==> config.mk <==
export PLATFORM = sky130hd
export DESIGN_NAME = fp_wb_scoreboard_flat
export DESIGN_NICKNAME = d
export VERILOG_FILES = /design/src/rtl/fp_wb_pkg.sv /design/src/rtl/fp_wb_scoreboard_if.sv /design/src/rtl/fp_wb_fifo.sv /design/src/rtl/fp_wb_scoreboard.sv /design/src/flat_wrapper.sv
export SDC_FILE = /design/constraint.sdc
export NUM_CORES = 1
export LEC_CHECK = 0
export ABC_AREA = 1
export BUFFER_PORTS_ARGS = -buffer_cell sky130_fd_sc_hd__buf_2
export CAP_MARGIN = 30
export CORE_MARGIN = 1.5
export CORE_UTILIZATION = 49
export DETAILED_ROUTE_END_ITERATION = 8
export GPL_TIMING_DRIVEN = 0
export PLACE_DENSITY = 0.77
export SYNTH_ARGS = -nofsm -noshare
export SYNTH_HDL_FRONTEND = slang
export SYNTH_SLANG_ARGS = --single-unit
export TNS_END_PERCENT = 5
==> constraint.sdc <==
create_clock -name clk -period 3.22 [get_ports clk]
set_clock_uncertainty 0.05 [all_clocks]
set_input_delay 0.161 -clock clk [delete_from_list [all_inputs] [get_ports clk]]
set_output_delay 0.161 -clock clk [all_outputs]
set_load 0.005 [all_outputs]
==> src/rtl/fp_wb_pkg.sv <==
// Shared types for the FP writeback path: register-address encoding, the
// writeback payload struct and the tracked-register predicate.
package fp_wb_pkg;

   localparam int FP_XLEN     = 32;
   localparam int FP_ADDR_W   = 6;
   localparam int FP_FLAG_BIT = 5;

   typedef struct packed {
      logic [FP_ADDR_W-1:0] rd;
      logic [FP_XLEN-1:0]   data;
   } fp_wb_t;

   // f0 is never tracked; integer-side addresses (flag bit clear) are ignored.
   function automatic logic is_tracked(input logic [FP_ADDR_W-1:0] addr);
      return addr[FP_FLAG_BIT] && (addr[FP_FLAG_BIT-1:0] != '0);
   endfunction

endpackage

==> src/rtl/fp_wb_scoreboard_if.sv <==
// Issue, writeback-source and register-file write signals of the FP
// writeback scoreboard; master is the pipeline side, slave the scoreboard.
interface fp_wb_scoreboard_if import fp_wb_pkg::*; #(
   parameter int XLEN = FP_XLEN
);

   logic                 issue_valid;
   logic [FP_ADDR_W-1:0] issue_rd;
   logic [FP_ADDR_W-1:0] issue_rs1;
   logic [FP_ADDR_W-1:0] issue_rs2;
   logic                 issue_hazard;
   logic                 issue_fire;

   logic                 fpu_wb_valid;
   logic [FP_ADDR_W-1:0] fpu_wb_rd;
   logic [XLEN-1:0]      fpu_wb_data;
   logic                 fpu_wb_ready;

   logic                 ld_wb_valid;
   logic [FP_ADDR_W-1:0] ld_wb_rd;
   logic [XLEN-1:0]      ld_wb_data;

   logic                 fwb_en;
   logic [FP_ADDR_W-1:0] fwb_addr;
   logic [XLEN-1:0]      fwb_data;
   logic                 ld_overflow;
   logic [31:0]          busy_vec;

   modport master (
      output issue_valid, issue_rd, issue_rs1, issue_rs2,
      input  issue_hazard, issue_fire,
      output fpu_wb_valid, fpu_wb_rd, fpu_wb_data,
      input  fpu_wb_ready,
      output ld_wb_valid, ld_wb_rd, ld_wb_data,
      input  fwb_en, fwb_addr, fwb_data, ld_overflow, busy_vec
   );

   modport slave (
      input  issue_valid, issue_rd, issue_rs1, issue_rs2,
      output issue_hazard, issue_fire,
      input  fpu_wb_valid, fpu_wb_rd, fpu_wb_data,
      output fpu_wb_ready,
      input  ld_wb_valid, ld_wb_rd, ld_wb_data,
      output fwb_en, fwb_addr, fwb_data, ld_overflow, busy_vec
   );

endinterface

==> src/rtl/fp_wb_fifo.sv <==
// Small synchronous FIFO of writeback payloads buffering FP load returns,
// which cannot be back-pressured. DEPTH must be a power of two, >= 2.
module fp_wb_fifo import fp_wb_pkg::*; #(
   parameter int DEPTH = 2
) (
   input  logic                   clk,
   input  logic                   rst,
   input  logic                   push,
   input  fp_wb_t                 din,
   input  logic                   pop,
   output fp_wb_t                 dout,
   output logic                   full,
   output logic                   empty,
   output logic [$clog2(DEPTH):0] count
);

   localparam int AW = $clog2(DEPTH);
   localparam int CW = AW + 1;

   fp_wb_t          mem [DEPTH];
   logic [AW-1:0]   wr_ptr;
   logic [AW-1:0]   rd_ptr;
   logic [CW-1:0]   cnt;
   logic            wr_en;
   logic            rd_en;

   assign full  = (cnt == CW'(DEPTH));
   assign empty = (cnt == '0);
   assign count = cnt;
   assign wr_en = push && (!full || pop);
   assign rd_en = pop && !empty;
   assign dout  = mem[rd_ptr];

   // NOTE: sequential state uses non-blocking assignments so every register
   // samples pre-edge values regardless of statement order.
   always_ff @(posedge clk) begin
      if (rst) begin
         wr_ptr <= '0;
         rd_ptr <= '0;
         cnt    <= '0;
      end else begin
         if (wr_en) wr_ptr <= wr_ptr + 1'b1;
         if (rd_en) rd_ptr <= rd_ptr + 1'b1;
         case ({wr_en, rd_en})
            2'b10:   cnt <= cnt + 1'b1;
            2'b01:   cnt <= cnt - 1'b1;
            default: cnt <= cnt;
         endcase
      end
   end

   // NOTE: storage is deliberately not reset; the pointers and count define
   // which entries are valid, so stale contents are never observed.
   always_ff @(posedge clk) begin
      if (wr_en) mem[wr_ptr] <= din;
   end

endmodule

==> src/rtl/fp_wb_scoreboard.sv <==
// Sequences FPU results and buffered load returns onto the single FP
// register-file write port and tracks in-flight destinations for issue.
module fp_wb_scoreboard import fp_wb_pkg::*; #(
   parameter int XLEN          = FP_XLEN,
   parameter int LD_FIFO_DEPTH = 2,
   parameter int STARVE_LIM    = 4
) (
   input  logic                clk,
   input  logic                rst,
   fp_wb_scoreboard_if.slave   bus
);

   localparam int CNT_W    = $clog2(LD_FIFO_DEPTH) + 1;
   localparam int STARVE_W = $clog2(STARVE_LIM + 1);

   logic [31:0]          busy_q;
   logic [31:0]          busy_next;
   logic [STARVE_W-1:0]  starve_cnt;
   logic                 fwb_en_q;
   logic [FP_ADDR_W-1:0] fwb_addr_q;
   logic [XLEN-1:0]      fwb_data_q;
   logic                 ld_overflow_q;

   fp_wb_t               ld_in;
   fp_wb_t               ld_head;
   fp_wb_t               grant_wb;
   logic                 fifo_push;
   logic                 fifo_pop;
   logic                 fifo_full;
   logic                 fifo_empty;
   logic [CNT_W-1:0]     fifo_count;

   logic                 hazard;
   logic                 fire;
   logic                 starved;
   logic                 fpu_grant;
   logic                 ld_grant;
   logic                 wb_write;

   function automatic logic op_busy(input logic [FP_ADDR_W-1:0] addr,
                                    input logic [31:0]          busy);
      return is_tracked(addr) && busy[addr[FP_FLAG_BIT-1:0]];
   endfunction

   assign hazard = bus.issue_valid && (op_busy(bus.issue_rs1, busy_q) ||
                                       op_busy(bus.issue_rs2, busy_q) ||
                                       op_busy(bus.issue_rd,  busy_q));
   assign fire   = bus.issue_valid && !hazard;

   // Loads win by default; the FPU takes the port when no load is waiting or
   // after it has lost STARVE_LIM consecutive cycles.
   assign starved   = (starve_cnt == STARVE_W'(STARVE_LIM));
   assign fpu_grant = !rst && bus.fpu_wb_valid && ((fifo_count == '0) || starved);
   assign ld_grant  = !rst && !fpu_grant && !fifo_empty;
   assign fifo_pop  = ld_grant;
   assign fifo_push = bus.ld_wb_valid && (!fifo_full || fifo_pop);
   assign ld_in     = '{rd: bus.ld_wb_rd, data: bus.ld_wb_data};
   assign wb_write  = (fpu_grant || ld_grant) && is_tracked(grant_wb.rd);

   fp_wb_fifo #(.DEPTH(LD_FIFO_DEPTH)) u_ld_fifo (
      .clk   (clk),
      .rst   (rst),
      .push  (fifo_push),
      .din   (ld_in),
      .pop   (fifo_pop),
      .dout  (ld_head),
      .full  (fifo_full),
      .empty (fifo_empty),
      .count (fifo_count)
   );

   // NOTE: every combinational output gets a default before any conditional
   // update, so no path leaves a variable unassigned and no latch is inferred.
   always_comb begin
      grant_wb = ld_head;
      if (fpu_grant) grant_wb = '{rd: bus.fpu_wb_rd, data: bus.fpu_wb_data};

      busy_next = busy_q;
      if (fwb_en_q) busy_next[fwb_addr_q[FP_FLAG_BIT-1:0]] = 1'b0;
      if (fire && is_tracked(bus.issue_rd)) busy_next[bus.issue_rd[FP_FLAG_BIT-1:0]] = 1'b1;
      busy_next[0] = 1'b0;
   end

   always_ff @(posedge clk) begin
      if (rst) begin
         busy_q        <= '0;
         starve_cnt    <= '0;
         fwb_en_q      <= 1'b0;
         fwb_addr_q    <= '0;
         fwb_data_q    <= '0;
         ld_overflow_q <= 1'b0;
      end else begin
         busy_q <= busy_next;

         if (!bus.fpu_wb_valid || fpu_grant) starve_cnt <= '0;
         else if (!starved)                  starve_cnt <= starve_cnt + 1'b1;

         // Untracked destinations are consumed silently; address/data keep
         // the last real write.
         fwb_en_q <= wb_write;
         if (wb_write) begin
            fwb_addr_q <= grant_wb.rd;
            fwb_data_q <= grant_wb.data;
         end

         if (bus.ld_wb_valid && !fifo_push) ld_overflow_q <= 1'b1;
      end
   end

   assign bus.issue_hazard = hazard;
   assign bus.issue_fire   = fire;
   assign bus.fpu_wb_ready = fpu_grant;
   assign bus.fwb_en       = fwb_en_q;
   assign bus.fwb_addr     = fwb_addr_q;
   assign bus.fwb_data     = fwb_data_q;
   assign bus.ld_overflow  = ld_overflow_q;
   assign bus.busy_vec     = busy_q;

endmodule
==> src/flat_wrapper.sv <==
// flat-port wrapper written by rule: the top's interface ports become plain ports
module fp_wb_scoreboard_flat import fp_wb_pkg::*;
#(
   parameter int XLEN          = FP_XLEN,
   parameter int LD_FIFO_DEPTH = 2,
   parameter int STARVE_LIM    = 4
)
  (clk, rst, bus_issue_valid, bus_issue_rd, bus_issue_rs1, bus_issue_rs2, bus_issue_hazard, bus_issue_fire, bus_fpu_wb_valid, bus_fpu_wb_rd, bus_fpu_wb_data, bus_fpu_wb_ready, bus_ld_wb_valid, bus_ld_wb_rd, bus_ld_wb_data, bus_fwb_en, bus_fwb_addr, bus_fwb_data, bus_ld_overflow, bus_busy_vec);
  fp_wb_scoreboard_if #(.XLEN(XLEN)) bus_i ();
  input  logic clk;
  input  logic rst;
  input wire logic [$bits(bus_i.issue_valid)-1:0] bus_issue_valid;
  input wire logic [$bits(bus_i.issue_rd)-1:0] bus_issue_rd;
  input wire logic [$bits(bus_i.issue_rs1)-1:0] bus_issue_rs1;
  input wire logic [$bits(bus_i.issue_rs2)-1:0] bus_issue_rs2;
  output wire logic [$bits(bus_i.issue_hazard)-1:0] bus_issue_hazard;
  output wire logic [$bits(bus_i.issue_fire)-1:0] bus_issue_fire;
  input wire logic [$bits(bus_i.fpu_wb_valid)-1:0] bus_fpu_wb_valid;
  input wire logic [$bits(bus_i.fpu_wb_rd)-1:0] bus_fpu_wb_rd;
  input wire logic [$bits(bus_i.fpu_wb_data)-1:0] bus_fpu_wb_data;
  output wire logic [$bits(bus_i.fpu_wb_ready)-1:0] bus_fpu_wb_ready;
  input wire logic [$bits(bus_i.ld_wb_valid)-1:0] bus_ld_wb_valid;
  input wire logic [$bits(bus_i.ld_wb_rd)-1:0] bus_ld_wb_rd;
  input wire logic [$bits(bus_i.ld_wb_data)-1:0] bus_ld_wb_data;
  output wire logic [$bits(bus_i.fwb_en)-1:0] bus_fwb_en;
  output wire logic [$bits(bus_i.fwb_addr)-1:0] bus_fwb_addr;
  output wire logic [$bits(bus_i.fwb_data)-1:0] bus_fwb_data;
  output wire logic [$bits(bus_i.ld_overflow)-1:0] bus_ld_overflow;
  output wire logic [$bits(bus_i.busy_vec)-1:0] bus_busy_vec;
  assign bus_i.issue_valid = bus_issue_valid;
  assign bus_i.issue_rd = bus_issue_rd;
  assign bus_i.issue_rs1 = bus_issue_rs1;
  assign bus_i.issue_rs2 = bus_issue_rs2;
  assign bus_issue_hazard = bus_i.issue_hazard;
  assign bus_issue_fire = bus_i.issue_fire;
  assign bus_i.fpu_wb_valid = bus_fpu_wb_valid;
  assign bus_i.fpu_wb_rd = bus_fpu_wb_rd;
  assign bus_i.fpu_wb_data = bus_fpu_wb_data;
  assign bus_fpu_wb_ready = bus_i.fpu_wb_ready;
  assign bus_i.ld_wb_valid = bus_ld_wb_valid;
  assign bus_i.ld_wb_rd = bus_ld_wb_rd;
  assign bus_i.ld_wb_data = bus_ld_wb_data;
  assign bus_fwb_en = bus_i.fwb_en;
  assign bus_fwb_addr = bus_i.fwb_addr;
  assign bus_fwb_data = bus_i.fwb_data;
  assign bus_ld_overflow = bus_i.ld_overflow;
  assign bus_busy_vec = bus_i.busy_vec;
  fp_wb_scoreboard #(.XLEN(XLEN), .LD_FIFO_DEPTH(LD_FIFO_DEPTH), .STARVE_LIM(STARVE_LIM)) u_core (.clk(clk), .rst(rst), .bus(bus_i));
endmodule
==> Word level (Yosys, flattened, before mapping) <==
Memories as Yosys holds them, arrays and structs flattened. A register that Yosys moved wholly into a read port is not among the register bits.
Cells that the tools add are included.
Widths: inputs -> output; s select.
{ "totals": {"reg_bits": 79, "mem_bits_rw": 76, "input_bits": 99, "memories": 1} }
{ "classes": {"add_sub_neg": 5, "order_cmp": 6, "n_eq_ne": 4, "muxes": 18, "bitwise": 3, "n_reduce_logical": 41} }
{ "mem_list": {"columns": ["name", "words", "word_bits", "rd", "rd_ports_with_merged_regs", "write_ports", "line", "text"], "rows": [
  ["u_core.u_ld_fifo.mem", 2, 38, 1, 1, 1, "fp_wb_fifo.sv:20", "fp_wb_t mem [DEPTH];"]
]} }
{ "op_table": {"columns": ["operator", "n"], "rows": [
  ["$mux 32", 2],
  ["$mux 38", 1],
  ["$and 32x32->32", 1],
  ["$not 32->32", 1],
  ["$or 32x32->32", 1],
  ["$lt 5x6->1 const B", 4],
  ["$logic_and 1x1->1", 21],
  ["$reduce_bool 5->1", 4],
  ["$bmux 1 s5", 3],
  ["$demux 1 s5", 2],
  ["$ge 5x1->1 const B", 2],
  ["$mux 1", 9],
  ["$logic_not 1->1", 7],
  ["$logic_or 1x1->1", 6],
  ["$eq 2x2->1 const B", 2],
  ["$pmux 2 s2", 1],
  ["$add 3x1->3 const B", 1],
  ["$eq 3x3->1 const B", 1],
  ["$add 1x1->1 const B", 2],
  ["$add 2x1->2 const B", 1],
  ["$eq 2x1->1 const B", 1],
  ["$logic_not 2->1", 1],
  ["$reduce_bool 2->1", 1],
  ["$reduce_or 2->1", 1],
  ["$sub 2x1->2 const B", 1]
]} }

==> Longest topological paths before layout <==
Gate-level depths: netlist (run 1).
{ "logic_depth": {"ltp_word": 11, "mapped_depth": 16, "depth_no_buf": 14} }

==> Modules after synthesis <==
A second synthesis (run 1) with hierarchy kept.
{ "unflattened": {"cells_unflattened": 878, "area_unflattened_um2": 7699.9} }
{ "by_module_without_submodules": {"columns": ["module", "n_inst", "cells_per_inst", "area_each_um2", "seq_area_each_um2"], "rows": [
  ["fp_wb_scoreboard", 1, 721, 4630.7, 1481.4],
  ["fp_wb_fifo", 1, 157, 3069.2, 2382.3]
]} }

==> Worst setup path before layout (run 1) <==
Ideal clock, no wire load.
{ "synth_path": {"path_kind": "reg2reg", "startpoint": "register u_core.starve_cnt[0]", "endpoint": "memory u_core.u_ld_fifo.mem[0][0] in the netlist's numbering (enable)", "arrival_time_ps": 2789, "required_time_ps": 2737, "slack_ps": -53, "path_stages_with_launch": 10, "path_buffers": 0, "path_cell_list": "dfxtp_1 -> inv_1 -> ha_1 -> nand2_1 -> nand2_1 -> nand3_2 -> nand3_1 -> inv_1 -> o31ai_2 -> nor2_1"} }
{ "synth_via": {"elab_chain_cells": 11} }
{ "synth_lines": {"columns": ["item", "line", "text"], "rows": [
  ["start: declaration", "fp_wb_scoreboard.sv:18", "logic [STARVE_W-1:0] starve_cnt;"],
  ["start signal: assignment", "fp_wb_scoreboard.sv:96", "else if (!starved) starve_cnt <= starve_cnt + 1'b1;"],
  ["$eq 3x3->1 (*)", "fp_wb_scoreboard.sv:52", "assign starved = (starve_cnt == STARVE_W'(STARVE_LIM));"],
  ["$logic_or 1x1->1 (*)", "fp_wb_scoreboard.sv:53", "assign fpu_grant = !rst && bus.fpu_wb_valid && ((fifo_count == '0) || starved);"],
  ["$logic_and 1x1->1 (*)", "fp_wb_scoreboard.sv:53", null],
  ["$logic_not 1->1 (*)", "fp_wb_scoreboard.sv:54", "assign ld_grant = !rst && !fpu_grant && !fifo_empty;"],
  ["$logic_and 1x1->1 (*) (2 in a row)", "fp_wb_scoreboard.sv:54", null],
  ["$logic_or 1x1->1 (*)", "fp_wb_fifo.sv:30, fp_wb_scoreboard.sv:56", null],
  ["$logic_and 1x1->1", "fp_wb_scoreboard.sv:56", "assign fifo_push = bus.ld_wb_valid && (!fifo_full || fifo_pop);"],
  ["$logic_and 1x1->1 (*)", "fp_wb_fifo.sv:30", "assign wr_en = push && (!full || pop);"],
  ["$mux 1 (*)", "fp_wb_fifo.sv:55", "if (wr_en) mem[wr_ptr] <= din;"],
  ["$mux 1 (not written as such) (*)", "fp_wb_fifo.sv:55", null],
  ["end: declaration", "fp_wb_fifo.sv:20", null]
]} }
Mark *: on every way between the ends. The rest lies on a longest branch, timed or not.

==> Final worst setup path (run 1) <==
{ "layout_path": {"startpoint": "register u_core.starve_cnt[0]", "endpoint": "register u_core.u_ld_fifo.cnt[1] (netlist: u_core.u_ld_fifo.count[1])"} }
{ "layout_via": {"word_cells_on_any_way": 14} }
{ "layout_lines": {"columns": ["item", "line", "text"], "rows": [
  ["$eq 3x3->1 (*)", "fp_wb_scoreboard.sv:52", null],
  ["$logic_or 1x1->1 (*)", "fp_wb_scoreboard.sv:53", null],
  ["$logic_and 1x1->1 (*)", "fp_wb_scoreboard.sv:53", null],
  ["$logic_not 1->1 (*)", "fp_wb_scoreboard.sv:54", null],
  ["$logic_and 1x1->1 (*) (2 in a row)", "fp_wb_scoreboard.sv:54", null],
  ["$logic_and 1x1->1 (*)", "fp_wb_fifo.sv:31", "assign rd_en = pop && !empty;"],
  ["named net u_core.u_ld_fifo.rd_en", "fp_wb_fifo.sv:25", "logic rd_en;"],
  ["$eq 2x1->1 / $eq 2x2->1 (equally long branches)", "fp_wb_fifo.sv:44", "case ({wr_en, rd_en})"],
  ["$pmux 2 s2 / $reduce_bool 2->1 (equally long branches)", null, null],
  ["end signal: assignment", "fp_wb_fifo.sv:45", "2'b10: cnt <= cnt + 1'b1;"],
  ["end signal: assignment", "fp_wb_fifo.sv:46", "2'b01: cnt <= cnt - 1'b1;"],
  ["end signal: assignment", "fp_wb_fifo.sv:47", "default: cnt <= cnt;"],
  ["end: declaration", "fp_wb_fifo.sv:23", "logic [CW-1:0] cnt;"]
]} }
Mark *: on every way through the listed nets, which the timed path passes. The rest lies on a longest branch.
A chain may end at the register's enable or synchronous reset.

==> results_dict.tcl, run 1 <==
set metrics [dict create \
    place_area_um2 8500 \
    wirelength_mm 24.3 \
    overflow 0 \
    hold_viol_final 0 \
    root_buffer "clkbuf_16" \
    grt_pass1_vias 7359 \
    ir_worst_vdd_v 0.000527 \
    rows 44 \
    r2r_cells 14 \
    cp.required_ns 3.53 \
    insertion_delay_ns 0.44 \
    critPathMaxFanout 10 \
    port_buffers 169 \
    seq_area_frac_synth_pct 52.4 \
    multi_input_area_um2 2980 \
    hold_path_depth 3 \
    grt.total_usage_pct 30.9 \
    nets 1279 \
    timing.final.crit_period_ns 2.66 \
    drive_gt1_share_pct 20.3 \
    postCtsHoldBufs 72 \
    timing.fmax_mhz 375 \
    clockBufferDepth 2 \
    grt_setup_unrepaired "no" \
    synth_cell_types 31 \
    grt_max_degree 33 \
    initial_core_util_pct 50.5 \
    htree_levels 4 \
    synth_area_leaders "edfxtp_1 (31%), dfxtp_1 (21%), nand2_1 (12%)" \
    grt_pass1_wl_mm 38.2 \
    clkSlewWorstSetupHoldPaths_ns 0.06 \
    nFillCells 1144 \
    firstDrtPassIters 6 \
    vias 7678 \
    total_power_mw 5.65 \
    cts_resized 0 \
    dieArea_um2 15800 \
    postLayoutCoreUtil_pct 67.5 \
    antenna_found_initial 1 \
    num_io_pins 174 \
    met3_usage_pct 6.41 \
    synth.avg_cell_area_um2 8.05 \
    vias_per_cell 5.58 \
    gp_congestion 0.969 \
    final_max_slew_viol_count 0 \
    die_height_um 126 \
    wl_per_cell_um 17.7 \
    ys_warn_count 0 \
    die_w_um 126 \
    mostFrequentLayoutCells "nand2_1 (231), buf_2 (182), nor2_1 (91), dfxtp_1 (79), a21oi_1 (77)" \
    cts_setup_buffers 0 \
    cts_buffers 17 \
    synth_nets 1017 \
    final_cell_area_um2 9850 \
    hold_class "in -> reg" \
    dp_hpwl_mm 15.5 \
    final_common_cell "nand2_1" \
    cp-start-kind "flop" \
    maxSlewHeadroom_pct 55.0 \
    power_density_nw_per_um2 573 \
    hold_slack_ns 0.0154 \
    core_area_um2 14600 \
    syn_area_um2 7370 \
    synth_top_area_share_pct 31.0 \
    setup_violations 0 \
    drt_iter0_markers 668 \
    cts_tree "yes" \
    worst_pin_slew_ns 0.671 \
    cp-end-kind "flop" \
    cts.sinks 155 \
    finalCritPeriodShare_pct 82.7 \
    outcome "completed" \
    postRouteAntennaNets 0 \
    finalSetupTns_ns 0 \
    layout-area-overhead-vs-synth_pct 33.7 \
    register_area_um2 3860 \
    netlist_instances 915 \
    cap_violations 0 \
    synth_area_leader_cell "edfxtp_1" \
    grt_util_met2_pct 54.3 \
    arrival_ns 2.98 \
    drc_errors 0 \
    ys_ff_latch 155 \
    p_leak_nw 4.25 \
    critical_path_class "reg -> reg" \
    busiest_layer "met2" \
    met1_usage_pct 36.2 \
]
## cell usage after synthesis
library cell	number
nand3_1	50
conb_1	1
nand4_1	33
or2_1	2
nor2_1	93
a21oi_1	77
o31ai_2	1
o21ai_1	30
nand2_1	231
a21boi_0	1
nand2_2	2
o21a_1	1
nor3_1	9
nand3_2	1
buf_1	6
clkbuf_1	20
a211oi_1	32
o21bai_1	1
inv_2	7
nor2_4	1
buf_6	1
edfxtp_1	76
o211ai_1	7
xnor2_1	1
buf_2	13
ha_1	3
buf_4	11
mux2i_1	1
o21ai_0	56
inv_1	68
dfxtp_1	79
## state kept, by name, summed over array words and instances (netlist names), named ones only
| register | cells |
|---|---|
| u_core.u_ld_fifo.mem | 76 |
| u_core.bus.fwb_data | 32 |
| u_core.bus.busy_vec | 31 |
| u_core.bus.fwb_addr | 6 |
| u_core.starve_cnt | 3 |
| u_core.u_ld_fifo.count | 2 |
| u_core.bus.fwb_en | 1 |
| u_core.bus.ld_overflow | 1 |
| u_core.u_ld_fifo.rd_ptr | 1 |
| u_core.u_ld_fifo.wr_ptr | 1 |
## through the flow
stage          cells  worst slack (ns)
2_1_floorplan    915           -0.0527
3_3_place_gp    1268             -1.10
3_5_place_dp    1270             0.566
4_1_cts         1374             0.576
5_1_grt         1375             0.317
6_report        1375             0.556
## layout make-up
cell class                      instances  area share, %
Clock inverter                         10           1.26
Antenna cell                            1         0.0254
Multi-Input combinational cell        634           30.3
Sequential cell                       155           39.2
Inverter                               75           2.86
Timing Repair Buffer                  243           16.3
Clock buffer                           22           5.14
Buffer                                 51           2.60
Tap cell                              184           2.34
## worst max-delay path, stage by stage, from the launching register on
cell and delay (ns):
dfxtp_1 0.33, inv_1 0.06, ha_1 0.16, nand2_1 0.08
nand2_1 0.09, nand3_2 0.18, nand3_1 0.18, inv_1 0.10
o31ai_2 0.56, ha_1 0.34, inv_1 0.08, nand2_1 0.05
nor2_1 0.12, o21ai_0 0.09, a21oi_1 0.12
## path summary, 6_finish.rpt
path / startpoint / end / slack (ns)
setup / recovery: u_core.starve_cnt[0] / u_core.u_ld_fifo.count[1] / 0.56
setup reg to reg: u_core.starve_cnt[0] / u_core.u_ld_fifo.count[1] / 0.56
hold reg to reg: u_core.starve_cnt[0] / u_core.starve_cnt[0] / 0.40
hold / removal: bus_fpu_wb_valid / u_core.starve_cnt[2] / 0.02
## metal layers
layer | share of wire, % | up-vias
li1 | - | 3651
met5 | 0 | -
met1 | 37 | 3503
met3 | 8.5 | 79
met2 | 50 | 445
met4 | 3.8 | 0
## power by group
group / internal, mW / switching (mW) / total [mW]
Clock: 1.28 / 0.812 / 2.10
Combinational: 0.425 / 0.726 / 1.15
Sequential: 2.29 / 0.110 / 2.40
Total: 4.00 / 1.65 / 5.65
## kinds of logic (layout without fill, tap and decap cells)
logic type	Yosys count	count (layout)	share of synthesized area (%)
buffers and inverters	126	401	7.30
other	1	2	0.0509
AOI/OAI and AO/OA	206	206	15.5
and+or+nand+nor	422	422	23.9
muxes	1	1	0.136
DFF	155	155	52.4
adders and majority gates	3	3	0.509
xor gates and xnor gates	1	1	0.119
Note: power is estimated with default switching activity, not from simulation.
==> inputs of run 2 (changes only) <==
Settings changed: CORE_UTILIZATION 49 to 54, PLACE_DENSITY 0.77 to 0.8.
Clock period 3.22 ns to 2.8 ns, I/O delays scaled along.
==> results_dict.tcl, run 2 (same netlist as run 1, synthesis figures left out) <==
set metrics [dict create \
    final_common_cell "nand2_1" \
    nets 1279 \
    dp.cells 1262 \
    firstDrtPassIters 5 \
    p_leak_nw 4.26 \
    die_w_um 120 \
    final_max_slew_viol_count 0 \
    num_io_pins 174 \
    grt_pass1_vias 7416 \
    port_buffers 169 \
    vias 7960 \
    cts.sinks 155 \
    postRouteAntennaNets 0 \
    antenna_found_initial 3 \
    setup_violations 0 \
    final_cell_area_um2 9870 \
    finalSetupTns_ns 0 \
    stdcell_count 1369 \
    maxSlewHeadroom_pct 59.6 \
    timing.fmax_mhz 392 \
    cp-end-kind "output port" \
    critical_path_class "reg -> out" \
    place_area_um2 8490 \
    rows 42 \
    insertion_delay_ns 0.43 \
    largest_reg_flops 76 \
    largest_register "u_core.u_ld_fifo.mem" \
    hold_viol_final 0 \
    dp_hpwl_mm 14.9 \
    clockBufferDepth 2 \
    critPathBufInv 5 \
    power_density_nw_per_um2 679 \
    cts_setup_buffers 0 \
    crit_top_cell "nand2_1" \
    ir_worst_vdd_v 0.000544 \
    root_buffer "clkbuf_16" \
    die_height_um 120 \
    worst_pin_slew_ns 0.606 \
    grt_pass1_wl_mm 38.8 \
    cts_buffers 17 \
    hold_class "in -> reg" \
    critPathMaxFanout 10 \
    cap_violations 0 \
    postLayoutCoreUtil_pct 74.3 \
    arrival_ns 2.36 \
    cp_slowest_cell "clkbuf_1" \
    timing.final.crit_period_ns 2.55 \
    drt_iter0_markers 854 \
    grt_setup_unrepaired "no" \
    dieArea_um2 14400 \
    drive_gt1_share_pct 20.3 \
    wirelength_mm 25.3 \
    critical_path.max_stage_delay_ns 0.45 \
    layout-area-overhead-vs-synth_pct 34.0 \
    clkSlewWorstSetupHoldPaths_ns 0.06 \
    cp-start-kind "flop" \
    mostFrequentLayoutCells "nand2_1 (231), buf_2 (182), nor2_1 (91), dfxtp_1 (79), a21oi_1 (77)" \
    core_area_um2 13300 \
    cp.required_ns 2.61 \
    grt_max_degree 31 \
    overflow 0 \
    postLayoutSetupSlackWorst_ns 0.251 \
    grt.total_usage_pct 35.2 \
    cts_tree "yes" \
    gp_congestion 0.950 \
    finalCritPeriodShare_pct 91.0 \
    outcome "completed" \
    wl_per_cell_um 18.5 \
    crit_family "buffers and inverters" \
    place_ws_ns 0.143 \
    path_cells "inv_1, ha_1, nand2_1, nand2_1, nand3_2, inv_2, buf_4, clkbuf_1, buf_2" \
    vias_per_cell 5.81 \
    htree_levels 4 \
    drc_errors 0 \
    initial_core_util_pct 55.4 \
]
[run 2: changes by cell type in the layout (fill, tap and decap cells not counted)]
cell / previous run / this run
bufinv_16: 2 / 5
clkbuf_16: 19 / 17
clkbuf_8: 2 / 0
clkinv_2: 1 / 3
diode_2: 1 / 3
clkinvlp_4: 2 / 1
o31ai_2: 1 / 0
o31ai_4: 0 / 1
[run 2: area by class of cell]
class | count | area (um^2)
timing repair buffer | 243 | 1610
clock inverter | 14 | 216
tap | 176 | 220
fill | 887 | 3420
antenna | 3 | 7.51
buffer | 51 | 256
sequential | 155 | 3860
inverter | 75 | 282
multi-input combinational | 634 | 2990
clock buffer | 18 | 429
[run 2: final timing paths]
kind | startpoint | endpoint | slack [ns] | cells after the start
max | u_core.starve_cnt[0] | bus_fpu_wb_ready | 0.25 | 9
min | bus_issue_valid | u_core.bus.busy_vec[1] | 0.03 | 3
max reg2reg | u_core.starve_cnt[0] | u_core.u_ld_fifo.mem[0][22] | 0.31 | 10
min reg2reg | u_core.starve_cnt[0] | u_core.starve_cnt[0] | 0.39 | 1
[run 2: worst min-delay path, cell delays in order]
cell and delay (ns):
buf_2 0.14, nand4_1 0.10, a21oi_1 0.06
[run 2: routing by layer]
| metal | GRT usage [%] | up-vias | share of wire, % |
|---|---|---|---|
| li1 | - | 3630 | - |
| met1 | 41.2 | 3671 | 37 |
| met2 | 59.8 | 546 | 49 |
| met3 | 7.70 | 113 | 8.6 |
| met4 | 20.5 | 0 | 5.7 |
| met5 | 0 | - | 0 |
[run 2: report_power, final]
| group | total, mW | internal [mW] | leakage (nW) | switching [mW] |
|---|---|---|---|---|
| registers | 2.78 | 2.64 | 1.35 | 0.147 |
| clock network | 2.56 | 1.59 | 0.315 | 0.974 |
| logic | 1.36 | 0.490 | 2.59 | 0.868 |
[run 2: metrics by stage]
stage	hold slack [ns]	power (mW)
after floorplan	0.189	3.50
after global placement	0.278	3.91
after detailed placement	0.282	3.96
after CTS	0.00857	6.55
after global routing	0.0284	6.90
final	0.0282	6.70
[run 2: timing repair]
action                                  4_1_cts  5_1_grt
resized for setup                             0        1
endpoints found under the setup margin        0        1
hold buffers                                 72        0
endpoints found under the hold margin       114        0
